`src/rtl/ysyx_25040129_rtc.sv`:
```
// AXI4-Lite read-only 64-bit RTC (mtime) with a prescaled tick; writes are rejected with SLVERR.
// Define YSYX_25040129_RTC_SNAPSHOT_EN to latch the high word on low-word reads for tear-free 64-bit access.
//   state  | meaning
//   R_IDLE | accepting a read address
//   R_RESP | holding read data until rready
module ysyx_25040129_rtc #(
  parameter logic [31:0] RTC_BASE = 32'ha000_0048,
  parameter int unsigned TICK_DIV = 1
) (
  input  logic        clk,
  input  logic        rst,
  input  logic [31:0] araddr,
  input  logic        arvalid,
  output logic        arready,
  output logic [31:0] rdata,
  output logic [1:0]  rresp,
  output logic        rvalid,
  input  logic        rready,
  input  logic [31:0] awaddr,
  input  logic        awvalid,
  output logic        awready,
  input  logic [31:0] wdata,
  input  logic [3:0]  wstrb,
  input  logic        wvalid,
  output logic        wready,
  output logic [1:0]  bresp,
  output logic        bvalid,
  input  logic        bready
);
  typedef enum logic {R_IDLE, R_RESP} r_state_t;

  localparam logic [1:0]  RESP_OKAY   = 2'b00;
  localparam logic [1:0]  RESP_SLVERR = 2'b10;
  localparam logic [15:0] PRESC_MAX   = 16'(TICK_DIV - 1);

  r_state_t    r_state;
  logic [63:0] mtime;
  logic [15:0] prescaler;
  logic [31:0] hi_word;
  logic        aw_got;
  logic        w_got;
  logic        unused_wr;

  // Write address/data carry no meaning here; the whole write path only returns an error.
  assign unused_wr = ^{awaddr, wdata, wstrb};

  always_ff @(posedge clk) begin
    if (rst) begin
      mtime     <= 64'd0;
      prescaler <= 16'd0;
    end else if (prescaler == PRESC_MAX) begin
      prescaler <= 16'd0;
      mtime     <= mtime + 64'd1;
    end else begin
      prescaler <= prescaler + 16'd1;
    end
  end

`ifdef YSYX_25040129_RTC_SNAPSHOT_EN
  logic [31:0] shadow;
  assign hi_word = shadow;

  always_ff @(posedge clk) begin
    if (rst)
      shadow <= 32'd0;
    else if (r_state == R_IDLE && arvalid && araddr == RTC_BASE)
      shadow <= mtime[63:32];
  end
`else
  assign hi_word = mtime[63:32];
`endif

  always_ff @(posedge clk) begin
    if (rst) begin
      r_state <= R_IDLE;
      arready <= 1'b1;
      rvalid  <= 1'b0;
      rdata   <= 32'd0;
      rresp   <= RESP_OKAY;
    end else begin
      case (r_state)
        R_IDLE: begin
          if (arvalid) begin
            r_state <= R_RESP;
            arready <= 1'b0;
            rvalid  <= 1'b1;
            if (araddr == RTC_BASE) begin
              rdata <= mtime[31:0];
              rresp <= RESP_OKAY;
            end else if (araddr == RTC_BASE + 32'd4) begin
              rdata <= hi_word;
              rresp <= RESP_OKAY;
            end else begin
              rdata <= 32'd0;
              rresp <= RESP_SLVERR;
            end
          end
        end
        R_RESP: begin
          if (rready) begin
            r_state <= R_IDLE;
            arready <= 1'b1;
            rvalid  <= 1'b0;
          end
        end
      endcase
    end
  end

  // AW and W are captured independently; the error response waits for both.
  always_ff @(posedge clk) begin
    if (rst) begin
      aw_got <= 1'b0;
      w_got  <= 1'b0;
      bvalid <= 1'b0;
      bresp  <= RESP_OKAY;
    end else if (bvalid) begin
      if (bready) begin
        aw_got <= 1'b0;
        w_got  <= 1'b0;
        bvalid <= 1'b0;
      end
    end else if (aw_got && w_got) begin
      bvalid <= 1'b1;
      bresp  <= RESP_SLVERR;
    end else begin
      if (awvalid) aw_got <= 1'b1;
      if (wvalid)  w_got  <= 1'b1;
    end
  end

  assign awready = ~aw_got;
  assign wready  = ~w_got;

endmodule

```
`config.mk`:
```
export PLATFORM = sky130hd
export DESIGN_NAME = ysyx_25040129_rtc
export DESIGN_NICKNAME = d
export VERILOG_FILES = /design/src/rtl/ysyx_25040129_rtc.sv
export SDC_FILE = /design/constraint.sdc
export NUM_CORES = 1
export LEC_CHECK = 0
export ABC_AREA = 1
export BUFFER_PORTS_ARGS = -buffer_cell sky130_fd_sc_hd__buf_2
export CAP_MARGIN = 40
export CORE_UTILIZATION = 35
export DETAILED_ROUTE_END_ITERATION = 6
export PLACE_DENSITY = 0.6
export SETUP_SLACK_MARGIN = 0.02
export SLEW_MARGIN = 10
export SYNTH_ARGS = -nofsm -noshare
export SYNTH_HDL_FRONTEND = slang
export SYNTH_SLANG_ARGS = --single-unit
```
`constraint.sdc`:
```
create_clock -name clk -period 2.5 [get_ports clk]
set_input_delay 0.5 -clock clk [delete_from_list [all_inputs] [get_ports clk]]
set_output_delay 0.5 -clock clk [all_outputs]
set_load 0.02 [all_outputs]
```
==> results.sh <==
export IMPL_hold_path_class="in -> reg"
export IMPL_drc=0
export IMPL_fin_nets=1317
export IMPL_worst_pin_slew_ns=0.7449
export IMPL_dp_hpwl_um=15050
export IMPL_max_freq_mhz=479.3
export IMPL_grt_first_pass_wirelength_um=33150
export IMPL_place_ws_ns=0.4331
export IMPL_start_util=0.3619
export IMPL_cts_resized=0
export IMPL_cts_clk_slew_worst_paths_ns=0.06
export IMPL_finalWorstSetupSlack_ns=0.4138
export IMPL_final_antenna_net_count=0
export IMPL_clock_path_buffers=2
export IMPL_drtIter0Drc=516
export IMPL_final_area_um2=8149
export IMPL_portBuffers=77
export IMPL_utilization=0.4299
export IMPL_power_density_nw_per_um2=616.2
export IMPL_finalCritPeriodShare=0.8345
export IMPL_yosysWarnings=0
export IMPL_ir_worst_vdd_mv=0.5048
export IMPL_numCtsBuffers=17
export IMPL_path_max_fanout=14
export IMPL_detailroute_via_count=7058
export IMPL_startpoint_type="register"
export IMPL_die_h_um=142.0
export IMPL_grt_max_degree=68
export IMPL_wire_per_inst_um=13.64
export IMPL_ys_ff_latch=120
export IMPL_overflow=0
export IMPL_antenna_found_initial=0
export IMPL_core_area_um2=18960
export IMPL_place_gp_congestion=0.9536
export IMPL_p_leak_nw=3.548
export IMPL_tns_ns=0
export IMPL_synth_area_per_cell_um2=6.055
export IMPL_placedCellCount=1448
export IMPL_yosysSeqAreaShare=0.3502
export IMPL_drive_gt1_frac=0.1213
export IMPL_syn_inst=1133
export IMPL_yosys_cell_types_count=40
export IMPL_endpoint_kind="register"
export IMPL_clock_sinks=120
export IMPL_crit_arrival_ns=2.38
export IMPL_grt_pass1_vias=6431
export IMPL_die_w_um=142.0
export IMPL_die_area_um2=20170
export IMPL_period_needed_ns=2.086
export IMPL_ctsHtreeMaxLevel=4
export IMPL_syn_area_um2=6860
export IMPL_relSlewSlack=0.5034
export IMPL_num_rows=50
export IMPL_postCtsSetupBuffers=0
export IMPL_syn_to_final_growth_pct=18.79
export IMPL_rsz0062_at_grt="no"
export IMPL_clockRootBuffer="clkbuf_16"
export IMPL_drv_slew=0
export IMPL_place_area_um2=7506
export IMPL_hold_violations=0
export IMPL_grt_usage=0.2134
export IMPL_status="finished clean"
export IMPL_critPathKind="reg -> reg"
export IMPL_finalNonFillerCells=1480
export IMPL_drv_cap=0
export IMPL_insertion_delay_ns=0.44
export IMPL_via_per_inst=4.769
export IMPL_cts_hold_buf=0
export IMPL_firstDrtPassIters=5
export IMPL_final_setup_viol_count=0
export IMPL_routed_wl_um=20190
export IMPL_io_pins=148
export IMPL_cts_tree="done"
export IMPL_antennaDiodeCount=0
export IMPL_skew_ns=0.01075
export IMPL_required_ns=2.79
-- registers in the layout, indices dropped and copies added (netlist names) --
register / cells
arready: 1
aw_got: 1
bresp: 1
bvalid: 1
mtime: 64
prescaler: 16
r_state: 1
rdata: 32
rresp: 1
rvalid: 1
w_got: 1
-- cell type report --
cell class / count / area (um^2)
clock buffer: 19 / 452.9
clock inverter: 13 / 190.2
fill: 2044 / 10810
inverter: 172 / 646.9
multi-input combinational: 810 / 3666
sequential: 120 / 2402
tap: 260 / 325.3
timing repair buffer: 86 / 465.4
-- cells in the final DEF, fill, tap and decap left out, types with 12 or more instances in the layout --
cell / synthesis / final
nor2_1: 273 / 271
buf_2: 4 / 77
clkbuf_16: 0 / 17
dfxtp_1: 120 / 120
nand4_1: 33 / 33
a21oi_1: 38 / 38
nor3_1: 24 / 24
o21ai_0: 44 / 44
nand3_1: 103 / 103
nand2_1: 238 / 238
nor2_2: 11 / 12
inv_1: 168 / 168
-- per-stage QoR --
step	power, mW	hold slack [ns]
global route	5.205	0.3273
floorplan	2.249	0.4297
global placement	2.367	0.4256
CTS	5.069	0.2856
finish	5.021	0.2958
detailed placement	2.371	0.4292
-- power by group --
| part | switching (mW) | leakage [nW] | total, mW | internal (mW) |
|---|---|---|---|---|
| Combinational | 0.213 | 2.26 | 0.332 | 0.119 |
| Sequential | 0.0303 | 0.975 | 2.00 | 1.96 |
| Clock | 0.963 | 0.315 | 2.69 | 1.73 |
-- logic make-up after synthesis --
group | after synthesis | share of synthesized area
AO/OA/AOI/OAI | 90 | 0.06858
AND/OR/NAND/NOR | 707 | 0.4476
buffers and inverters | 204 | 0.1175
flip-flops | 120 | 0.3502
XOR/XNOR | 8 | 0.01021
adder cells (fa/ha/maj) | 3 | 0.005472
other | 1 | 0.0005466
-- Yosys cell counts --
master,number,share of area
buf_1,2,0.0011
clkinv_2,1,0.00073
nor4_1,2,0.0018
nand3_2,2,0.0029
clkbuf_1,21,0.011
o21bai_1,2,0.0022
conb_1,1,0.00055
inv_1,168,0.092
o21ai_0,44,0.032
nor3_2,1,0.0015
buf_6,2,0.0033
nand4_2,1,0.0018
nor2_2,11,0.010
nor3b_1,4,0.0044
nand4_1,33,0.030
nand3_1,103,0.075
a2bb2oi_1,1,0.0013
and2_1,1,0.00091
nand2_1,238,0.13
inv_2,2,0.0011
nor2_1,273,0.15
buf_8,1,0.0022
buf_2,4,0.0029
and3_1,3,0.0027
nor2_8,3,0.0088
or2_2,1,0.00091
ha_1,3,0.0055
nand2_2,2,0.0018
nand2_4,1,0.0016
clkinv_1,1,0.00055
nor3_1,24,0.018
xnor2_1,2,0.0026
nand3b_1,1,0.0011
buf_4,2,0.0022
a21oi_1,38,0.028
nor2_4,3,0.0049
o21a_1,4,0.0044
dfxtp_1,120,0.35
a31oi_1,1,0.00091
xor2_1,6,0.0077
-- worst paths after layout --
check,startpoint,endpoint,slack [ns],cells past startpoint
max reg2reg,prescaler[0]$_SDFF_PP0_,mtime[21]$_SDFFE_PP0N_,0.41,9
min reg2reg,arready$_SDFFE_PP1P_,arready$_SDFFE_PP1P_,0.44,2
min,wvalid,w_got$_SDFFE_PP0P_,0.30,3
max,prescaler[0]$_SDFF_PP0_,mtime[21]$_SDFFE_PP0N_,0.41,9
-- critical path, cell delays in order, from the launching register on --
cell	delay, ns
dfxtp_1	0.33
inv_1	0.06
ha_1	0.16
nand3_1	0.12
nor2_4	0.29
nand2_4	0.23
buf_4	0.27
nor2_1	0.23
and3_1	0.19
nor3_1	0.04
-- per-layer routing --
| metal | routed length [um] | up-vias | track usage | share of wire |
|---|---|---|---|---|
| li1 | - | 3686 | - | - |
| met1 | 9707 | 3114 | 0.2894 | 0.48 |
| met2 | 8716 | 223 | 0.3313 | 0.43 |
| met3 | 1189 | 35 | 0.04004 | 0.059 |
| met4 | 581 | 0 | 0.08829 | 0.029 |
| met5 | 0 | - | 0 | 0 |
Power figures use the tool's default switching activity.
